### src/rtl/spi_ahb_pkg.sv
// Shared types and constants for the AHB-Lite front end of the SPI flash
// controller register file.
package spi_ahb_pkg;

   typedef enum logic [2:0] {
      IDLE,
      WR_DATA,
      WR_ISSUE,
      RD_ISSUE,
      RD_WAIT,
      RD_DONE,
      ERR1,
      ERR2
   } state_t;

   localparam logic [1:0] HTRANS_IDLE   = 2'b00;
   localparam logic [1:0] HTRANS_BUSY   = 2'b01;
   localparam logic [1:0] HTRANS_NONSEQ = 2'b10;
   localparam logic [1:0] HTRANS_SEQ    = 2'b11;

   localparam logic [2:0] HSIZE_WORD = 3'b010;

   localparam logic [31:0] DEF_ADDR_LIMIT = 32'h24;
   localparam logic [31:0] DEF_RO_ADDR    = 32'h24;

endpackage

### src/rtl/ahb_reg_bridge.sv
// AHB-Lite slave that turns word transfers into single-cycle valid/rd0_wr1
// requests to the register file, with wait states, legality checks and a read timeout.
module ahb_reg_bridge
   import spi_ahb_pkg::*;
#(
   parameter logic [31:0] ADDR_LIMIT = DEF_ADDR_LIMIT,
   parameter logic [31:0] RO_ADDR    = DEF_RO_ADDR,
   parameter int unsigned RD_TIMEOUT = 15
) (
   input  logic        i_clk_ahb,
   input  logic        i_rst_ahb,
   input  logic        i_hsel,
   input  logic [31:0] i_haddr,
   input  logic [1:0]  i_htrans,
   input  logic        i_hwrite,
   input  logic [2:0]  i_hsize,
   input  logic [31:0] i_hwdata,
   input  logic        i_hready,
   output logic        o_hreadyout,
   output logic        o_hresp,
   output logic [31:0] o_hrdata,
   output logic [31:0] o_address,
   output logic        o_rd0_wr1,
   output logic [31:0] o_wr_data,
   output logic        o_valid,
   input  logic [31:0] i_rd_data,
   input  logic        i_rd_valid,
   input  logic        i_ready
);

   localparam int unsigned TO_W = $clog2(RD_TIMEOUT + 1);
   localparam logic [TO_W-1:0] TO_LAST = TO_W'(RD_TIMEOUT - 1);

   state_t          state;
   logic [TO_W-1:0] to_cnt;
   logic            ro_wr;
   logic            hready_int;
   logic            active;
   logic            accept;
   logic            legal;

   always_comb begin
      hready_int = 1'b0;
      case (state)
         IDLE, RD_DONE, ERR2: hready_int = 1'b1;
         WR_ISSUE:            hready_int = i_ready;
         default:             hready_int = 1'b0;
      endcase
   end

   assign o_hreadyout = hready_int;
   assign o_hresp     = (state == ERR1) || (state == ERR2);

   assign active = (i_htrans == HTRANS_NONSEQ) || (i_htrans == HTRANS_SEQ);
   assign accept = i_hsel && i_hready && active && hready_int;
   assign legal  = (i_haddr <= ADDR_LIMIT) && (i_haddr[1:0] == 2'b00) &&
                   (i_hsize == HSIZE_WORD);

   always_ff @(posedge i_clk_ahb) begin
      if (i_rst_ahb) begin
         state     <= IDLE;
         to_cnt    <= '0;
         ro_wr     <= 1'b0;
         o_hrdata  <= '0;
         o_address <= '0;
         o_rd0_wr1 <= 1'b0;
         o_wr_data <= '0;
         o_valid   <= 1'b0;
      end else begin
         case (state)
            WR_DATA: begin
               o_wr_data <= i_hwdata;
               o_valid   <= ~ro_wr;
               o_rd0_wr1 <= 1'b1;
               state     <= WR_ISSUE;
            end
            WR_ISSUE: begin
               if (i_ready) begin
                  o_valid <= 1'b0;
                  state   <= IDLE;
               end
            end
            RD_ISSUE: begin
               if (i_ready) begin
                  o_valid <= 1'b0;
                  to_cnt  <= '0;
                  state   <= RD_WAIT;
               end
            end
            RD_WAIT: begin
               to_cnt <= to_cnt + 1'b1;
               if (i_rd_valid) begin
                  o_hrdata <= i_rd_data;
                  state    <= RD_DONE;
               end else if (to_cnt == TO_LAST) begin
                  state <= ERR1;
               end
            end
            ERR1:    state <= ERR2;
            default: state <= IDLE;
         endcase

         // A new address phase can only land in a ready state; these
         // assignments come last so they override the completion above.
         if (accept) begin
            if (!legal) begin
               state <= ERR1;
            end else if (i_hwrite) begin
               o_address <= i_haddr;
               ro_wr     <= (i_haddr == RO_ADDR);
               state     <= WR_DATA;
            end else begin
               o_address <= i_haddr;
               o_valid   <= 1'b1;
               o_rd0_wr1 <= 1'b0;
               state     <= RD_ISSUE;
            end
         end
      end
   end

endmodule
### config.mk
export PLATFORM = sky130hd
export DESIGN_NAME = ahb_reg_bridge
export DESIGN_NICKNAME = d
export VERILOG_FILES = /design/src/rtl/spi_ahb_pkg.sv /design/src/rtl/ahb_reg_bridge.sv
export SDC_FILE = /design/constraint.sdc
export NUM_CORES = 1
export LEC_CHECK = 0
export ABC_CLOCK_PERIOD_IN_PS = 2500
export CORE_MARGIN = 10
export CORE_UTILIZATION = 35
export DETAILED_ROUTE_END_ITERATION = 16
export PLACE_DENSITY = 0.77
export SLEW_MARGIN = 20
export SYNTH_ARGS = -nofsm -noshare
export SYNTH_HDL_FRONTEND = slang
export SYNTH_SLANG_ARGS = --single-unit
### constraint.sdc
create_clock -name i_clk_ahb -period 2.5 [get_ports i_clk_ahb]
set_clock_uncertainty 0.2 [all_clocks]
set_input_delay 0.25 -clock i_clk_ahb [delete_from_list [all_inputs] [get_ports i_clk_ahb]]
set_output_delay 0.25 -clock i_clk_ahb [all_outputs]
set_load 0.05 [all_outputs]
Word level (Yosys, flattened, before mapping)

Index checks and enable logic that the tools add are counted.

Logic and storage cells: 64
Input port bits: 108
Output and inout bits: 100
Flip-flop bits (word level): 106

Muxes and demuxes: 20
Bitwise operators: 1
Equal/unequal tests: 16
$lt $le $gt $ge: 1
Reduce and logical (&&, ||, !) cells: 17
$add $sub $neg: 1

Operators by type and width:

| kind                                                  | number |
|---|---|
| equality test 32 x 6 -> 1 bit (second input constant) | 1 |
| <= comparator 32 x 6 -> 1 bit (second input constant) | 1 |
| two-way mux 3 bit                                     | 6 |
| case mux 3 bit (5 select lines)                       | 1 |
| equality test 3 bit (second input constant)           | 4 |
| equality test 3 x 2 -> 1 bit (second input constant)  | 3 |
| two-way mux 1 bit                                     | 8 |
| case mux 4 bit (2 select lines)                       | 1 |
| inequality test 3 bit (second input constant)         | 2 |
| AND reduction 2 bit                                   | 3 |
| AND reduction 3 bit                                   | 2 |
| logical AND 1 bit                                     | 5 |
| adder 4 x 1 -> 4 bit (second input constant)          | 1 |
| equality test 2 bit (second input constant)           | 2 |
| equality test 4 bit (second input constant)           | 1 |
| two-way mux 4 bit                                     | 1 |
| inequality test 4 bit (second input constant)         | 1 |
| case mux 1 bit (2 select lines)                       | 2 |
| equality test 3 x 1 -> 1 bit (second input constant)  | 1 |
| logical NOT 3 bit                                     | 1 |
| OR reduction 3 bit                                    | 1 |
| logical NOT 2 bit                                     | 1 |
| logical OR 1 bit                                      | 2 |
| two-way mux 2 bit                                     | 1 |
| other kinds (4)                                       | 4 |

Depth between registers and ports, before layout

Gate-level depths: netlist (run 1).

Word-level depth: 6
Gate-level depth with buffers: 8
Mapped depth without buffers: 5

Least setup slack after synthesis (run 1)

No wires, ideal clock.

Path kind: input -> register
Start point: input i_haddr[7]
End point: register o_address[21]
Setup slack: 0.718 ns
Path buffers: 2
Setup time: 0.113 ns
Arrival: 1.469 ns
Required time: 2.187 ns
Stages on the path: 7
Path through: nor4_1 -> nand4_1 -> nor3_4 -> a21oi_2 -> buf_6 -> buf_6 -> and2_4

Longest elaborated chain between the ends: 4

Ends and longest elaborated chain:

| item                                 | line                  | RTL |
|---|---|---|
| start, declared                      | ahb_reg_bridge.sv:13  | `input logic [31:0] i_haddr,` |
| <= comparator 32 x 6 -> 1 bit        | ahb_reg_bridge.sv:56  | `assign legal = (i_haddr <= ADDR_LIMIT) && (i_haddr[1:0] == 2'b00) &&` |
| logical AND 1 bit (2 in series)      | ahb_reg_bridge.sv:56  |  |
| AND reduction 2 bit (no source line) | -                     |  |
| end signal, assigned                 | ahb_reg_bridge.sv:109 | `o_address <= i_haddr;` |
| end signal, assigned                 | ahb_reg_bridge.sv:113 | `o_address <= i_haddr;` |
| end, declared                        | ahb_reg_bridge.sv:22  | `output logic [31:0] o_address,` |

Every way passes these cells.
A chain may end at the register's enable or synchronous reset.

Final worst setup path (run 1)

Start point: register state[0]
End point: register state[2]

Longest elaborated chain between the ends: 6
Elaborated cells on any way between the ends: 17
Those cells by class: 10 x eq/ne; 3 x mux; 4 x reduce/logical

Ends and longest elaborated chain:

| item                                                                                   | line                 | RTL |
|---|---|---|
| start, declared                                                                        | ahb_reg_bridge.sv:34 | `state_t state;` |
| start signal, assigned                                                                 | ahb_reg_bridge.sv:61 | `state <= IDLE;` |
| start signal, assigned                                                                 | ahb_reg_bridge.sv:75 | `state <= WR_ISSUE;` |
| start signal, assigned                                                                 | ahb_reg_bridge.sv:80 | `state <= IDLE;` |
| equality test 3 bit / logical NOT 3 bit (equally long branches)                        | ahb_reg_bridge.sv:44 | `case (state)` |
| OR reduction 3 bit                                                                     | ahb_reg_bridge.sv:44 |  |
| case mux 1 bit (2 select lines)                                                        | ahb_reg_bridge.sv:44 |  |
| logical AND 1 bit                                                                      | ahb_reg_bridge.sv:55 | `assign accept = i_hsel && i_hready && active && hready_int;` |
| inequality test 4 bit (no source line) / inequality test 3 bit (equally long branches) | -                    |  |
| AND reduction 3 bit (no source line)                                                   | -                    |  |

Parallel ways exist; a longest one is shown, timed or not.

==> results of run 1 <==
==> layer usage <==
layer	GRT usage	share of wire	vias to the layer above
met1	0.162	0.39	1715
met5	0	0	-
li1	-	-	1879
met2	0.258	0.48	158
met3	0.0826	0.11	17
met4	0.0514	0.017	0
==> per-stage QoR <==
stage / util / hold WS (ns)
2_1_floorplan: - / 0.186
3_3_place_gp: 0.558 / 0.240
3_5_place_dp: 0.558 / 0.244
4_1_cts: 0.580 / 0.0943
5_1_grt: 0.580 / 0.117
6_report: 0.580 / 0.127
==> cell usage after synthesis (2+ instances only) <==
cell / count / area (um^2)
a21oi_1: 76 / 380
a21oi_2: 2 / 17.5
a31oi_1: 2 / 12.5
and2_1: 21 / 131
and2_4: 10 / 87.6
and3_1: 3 / 18.8
buf_1: 2 / 7.51
buf_2: 6 / 30.0
buf_6: 2 / 22.5
clkbuf_1: 18 / 67.6
dfxtp_1: 106 / 2120
ha_1: 2 / 25.0
inv_1: 3 / 11.3
nand2_1: 136 / 510
nand2b_1: 2 / 12.5
nand3_1: 8 / 40.0
nor2_1: 15 / 56.3
nor2_2: 2 / 12.5
nor2b_1: 4 / 25.0
nor3_1: 3 / 15.0
nor4_1: 5 / 31.3
o21ai_0: 12 / 60.1
==> power breakdown <==
group          switching (mW)  total [mW]  internal [mW]  leakage [nW]
sequential             0.0211        1.74           1.72         0.856
clock                   0.547        1.23          0.685         0.118
combinational           0.255       0.498          0.243          1.23
total                   0.823        3.47           2.65          2.20
==> registers in the layout (all words and copies together), names as in the netlist <==
name / cells
o_hrdata: 32
to_cnt: 4
ro_wr: 1
o_address: 32
o_valid: 1
state: 3
o_wr_data: 32
o_rd0_wr1: 1
==> kinds of logic (layout without fill, tap and decap cells) <==
group,count (synthesis),count (layout),synth area share
AO/OA/AOI/OAI,96,96,0.132
adder cells (fa/ha/maj),2,2,0.00653
buffers and inverters,31,234,0.0363
flip-flops,106,106,0.554
multiplexers,2,2,0.00555
AND/OR/NAND/NOR,217,217,0.266
==> path summary, 6_finish.rpt <==
kind                              startpoint           end  slack, ns  depth (start not counted)
worst min register to register  o_hrdata[16]  o_hrdata[16]       0.26                          2
worst max-delay path                state[0]      state[2]       0.34                          5
worst min-delay path               i_rst_ahb      state[0]       0.13                          2
worst max register to register      state[0]      state[2]       0.34                          5
==> cell type report <==
type	instances	area, um^2	area share
Inverter	3	11.3	0.00180
Sequential cell	106	2120	0.339
Tap cell	140	175	0.0280
Multi-Input combinational cell	317	1570	0.251
Clock buffer	10	138	0.0220
Timing Repair Buffer	216	2140	0.342
Clock inverter	5	103	0.0164
==> impl_results.md, run 1 <==
- Result of the run: finished, final reports clean
- Yosys warning total: 0
- Minimum clock period: 2.16 ns
- Number of global-route vias before repair: 3889
- H-tree levels: 3
- Startpoint types: flop
- Core Footprint: 10800 um^2
- P_leak: 2.20 nW
- Total CTS buffers: 9
- # rows: 38
- Initial antenna violation count: 0
- Slowest stage cell, crit path: a21oi_2
- Period utilization: 0.863
- Ratio of cells with drive above 1 in the final layout: 0.0731
- Clk pin slew, worst setup/hold paths: 0.09 ns
- VDD IR max: 0.000258 V
- Remaining DRCs: 0
- Die W: 125 um
- Total GRT Usage: 0.154
- Most frequent cells in the layout: clkdlybuf4s50_1, nand2_1, dfxtp_1
- Relative slew slack: 0.388
- Clock buffer depth: 2
- Final setup vio count: 0
- Post-DR wirelength/cell: 15.3 um
- GRT overflow: 0
- DP Area: 6020 um^2
- Critical path fanouts, max: 29
- Router iterations before antenna repair: 4
- CP peak stage delay: 0.70 ns
- Total power: 3.47 mW
- Worst Tran Pin Value: 0.918 ns
- Ordered list of cells on the worst path: nor2_1 -> a21oi_2 -> nor3_4 -> a21oi_2 -> and3_1
- RSZ-0062 raised after global routing: false
- Most common cell after layout, fill and taps aside: clkdlybuf4s50_1
- Syn Nets: 564
- Syn avg cell area: 8.44 um^2
- Die area: 15500 um^2
- CP top delay family: compound AO/OA/AOI/OAI gates
- Max-slew violations: 0
- Clock Sink Count: 106
- Largest net degree at the start of global routing: 58
- Area growth from synthesis to layout: 63.4%
- PnR worst setup slack: 0.342 ns
- Cts hold-fix bufs: 0
- Layout Nets: 763
- Routed WL: 12200 um
- Cell area after synthesis: 3830 um^2
- Die Height: 125 um
- Fillcell total: 924
- Final HPWL DP: 9670 um
- Routed via count: 3769
- Post-Synthesis Cells: 454
- Setup TNS: 0 ns
- Cells after DPL: 782
- Final instance area: 6260 um^2
- Max_cap viols: 0
- CP Capture Type: flop
- Peak Freq: 463 MHz
- Post-synthesis sequential area ratio: 0.554
- Initial Util: 0.355
- Power Density: 555 nW/um^2
- Pre-CTS setup slack: -0.00542 ns
- Initial DRC count: 226
- Via density: 4.73
- First-pass GRT wire length: 19900 um
- Clock Latency Late Sink: 0.36 ns
- Worst Path Buf+Inv: 0
- Synth Register Bits: 106
- Antenna Nets Post-Route: 0
- Critical path class: flop to flop
- Number of synthesized flops with an enable pin: 0
- Hold WC Path Type: input pin to flop
- Ys flop type: dfxtp_1
- Gpl congestion: 0.803
- CP required: 2.60 ns
- Netlist cell types: 36
- Io pins: 208
- FFs w/ async S/R, synth: 0
- Most common cell on crit path: a21oi_2
- Post-CTS Setup Inserts: 0
- Worst EP arrival: 2.26 ns
- Port-buffer cells: 206
- Fin. Hold Viols: 0
- Non-Filler Instances: 797
- Root Buffer: clkbuf_8
- Ant. Diodes: 0
- TritonCTS clock tree: built
- Cts repair resizes: 0
Note: power is estimated with default switching activity, not from simulation.
==> run 2: changes to the inputs <==
Settings changed: ABC_AREA from default to 1, CORE_UTILIZATION 35 to 39, PLACE_DENSITY 0.77 to 0.84.
==> run 2 against run 1 <==
Compared with the run above: sequential power rose by 5%; critical path depth rose by 1; combinational power rose by 69%; design area rose by 0.70%; wire length rose by 7.3%; register-to-register slack got worse by 0.08 ns; utilization rose by 6.5 points; maximum frequency fell by 3.6%; final cell count rose by 6.6%; critical path type unchanged; largest cell class unchanged; highest routed layer unchanged.
==> impl_results.md, run 2 <==
- RSZ-0062 raised after global routing: false
- Ordered list of cells on the worst path: inv_2 -> nor3_4 -> clkinv_1 -> nand3_1 -> nand2_1 -> a21oi_1
- Setup TNS: 0 ns
- Post-DR wirelength/cell: 15.4 um
- Worst r2r src: state[0]
- Ys flop type: dfxtp_1
- Worst EP arrival: 2.33 ns
- Io pins: 208
- Max_cap viols: 0
- Cell area after synthesis: 3910 um^2
- Hold WC Path Type: flop to flop
- R2R depth: 6
- Total CTS buffers: 9
- Top cells by area, synth: dfxtp_1, nor2_1, o21ai_0
- Minimum hold slack: 0.259 ns
- Total GRT Usage: 0.172
- Synth top area share: 0.543
- Root Buffer: clkbuf_8
- Most common cell after layout, fill and taps aside: clkdlybuf4s50_1
- Netlist cell types: 27
- Gpl congestion: 0.912
- Cells after DPL: 834
- Largest net degree at the start of global routing: 41
- Ant. Diodes: 0
- # rows: 36
- Non-Filler Instances: 850
- Via density: 4.77
- Most common cell in the netlist: nor2_1
- Slowest stage cell, crit path: clkinv_1
- GRT overflow: 0
- Initial antenna violation count: 0
- PnR worst setup slack: 0.262 ns
- Relative slew slack: 0.346
- Syn Nets: 626
- Peak Freq: 447 MHz
- Initial Util: 0.400
- Total power: 3.74 mW
- Post-Synthesis Cells: 516
- Final HPWL DP: 10100 um
- H-tree levels: 3
- Reg area: 2120 um^2
- Worst Path Buf+Inv: 2
- CP endpoint: state[1]
- CP required: 2.59 ns
- Fillcell total: 832
- Result of the run: finished, final reports clean
- Pre-CTS setup slack: 0.152 ns
- Cts hold-fix bufs: 0
- CP Capture Type: flop
- Startpoint types: flop
- Die area: 14400 um^2
- FFs w/ async S/R, synth: 0
- CP peak stage delay: 0.78 ns
- Max-slew violations: 0
- Ratio of cells with drive above 1 in the final layout: 0.0446
- Routed via count: 4051
- Core Footprint: 9770 um^2
- Clock buffer depth: 2
- Clk pin slew, worst setup/hold paths: 0.10 ns
- Critical path fanouts, max: 33
- Worst setup path startpoint: state[0]
- TritonCTS clock tree: built
- Port-buffer cells: 206
- Antenna Nets Post-Route: 0
- Post-synth top cells: nor2_1, dfxtp_1, o21ai_0
- R2R Setup Slk: 0.26 ns
- Initial DRC count: 171
- Fin. Hold Viols: 0
- Syn avg cell area: 7.58 um^2
- Minimum clock period: 2.24 ns
- P_leak: 2.78 nW
- Post-synthesis sequential area ratio: 0.543
- Routed WL: 13100 um
- Cell depth of the worst setup path: 6
- Yosys warning total: 0
- Period utilization: 0.895
- Final setup vio count: 0
- Critical path class: flop to flop
- VDD IR max: 0.000365 V
- Fin util: 0.645
- Number of global-route vias before repair: 4212
- Clock Latency Late Sink: 0.36 ns
- Die W: 120 um
- Router iterations before antenna repair: 4
- Layout Nets: 822
- Number of synthesized flops with an enable pin: 0
- R2r endpoint: state[1]
- First-pass GRT wire length: 20500 um
- Yosys top cell by area: dfxtp_1
- Synth Register Bits: 106
- Multi-input logic area: 1480 um^2
- Area growth from synthesis to layout: 61.2%
- DP Area: 6100 um^2
- Clock Sink Count: 106
- Die Height: 120 um
- Worst Tran Pin Value: 0.979 ns
- Remaining DRCs: 0
- CP top delay family: buffers and inverters
- Most frequent cells in the layout: clkdlybuf4s50_1, nor2_1, dfxtp_1
- Largest registers: o_address x32, o_hrdata x32, o_wr_data x32
- Final instance area: 6300 um^2
- Power Density: 594 nW/um^2
-- run 2: worst min-delay path by stage --
stage                              from       endpoint  slack (ns)  cells after the start
after global routing       i_rd_data[4]    o_hrdata[4]        0.27                      3
after detailed placement  o_address[18]  o_address[18]        0.25                      2
after global placement    o_address[26]  o_address[26]        0.24                      2
after CTS                   i_hwdata[1]   o_wr_data[1]        0.24                      3
final                     o_address[19]  o_address[19]        0.26                      2
after floorplan               i_rst_ahb        o_valid        0.12                      1
-- run 2: metal layers --
layer	global-route usage	up-vias	part of all wire
li1	-	2014	-
met1	0.181	1860	0.40
met2	0.307	159	0.49
met3	0.0647	18	0.089
met4	0.0618	0	0.020
met5	0	-	0
-- run 2: what timing repair did --
action,4_1_cts,5_1_grt
setup endpoints to repair,0,1
setup buffers,0,0
gates resized for setup,0,1
hold endpoints to repair,0,0
-- run 2: cell type report --
| class | instances | area share |
|---|---|---|
| Timing Repair Buffer | 211 | 0.337 |
| Sequential cell | 106 | 0.337 |
| Multi-Input combinational cell | 330 | 0.235 |
| Inverter | 54 | 0.0322 |
| Tap cell | 133 | 0.0264 |
| Clock buffer | 11 | 0.0224 |
| Clock inverter | 5 | 0.0101 |
-- run 2: power by group --
part           total (mW)  switching (mW)  internal (mW)
clock network        1.08           0.587          0.497
logic               0.840           0.500          0.340
registers            1.82          0.0505           1.77
-- run 2: tightest hold or removal path, delay by kind of cell (launching register included) --
| family | cells | cell delay (ns) |
|---|---|---|
| buffers and inverters | 1 | 0.04 |
| AND/OR/NAND/NOR | 1 | 0.07 |
| flip-flops | 1 | 0.32 |
-- run 2: kinds of logic (layout without fill, tap and decap cells) --
logic type | Yosys count | in the layout | share of synthesized area
buffers and inverters | 80 | 281 | 0.0800
AOI/OAI and AO/OA | 86 | 86 | 0.115
and+or+nand+nor | 242 | 242 | 0.256
adders and majority gates | 2 | 2 | 0.00640
DFF | 106 | 106 | 0.543
==> run 3: changes to the inputs <==
Settings changed: TNS_END_PERCENT from default to 1.
==> results of run 3 <==
No change in the layout: final DEF, timing and power equal those of run 2.
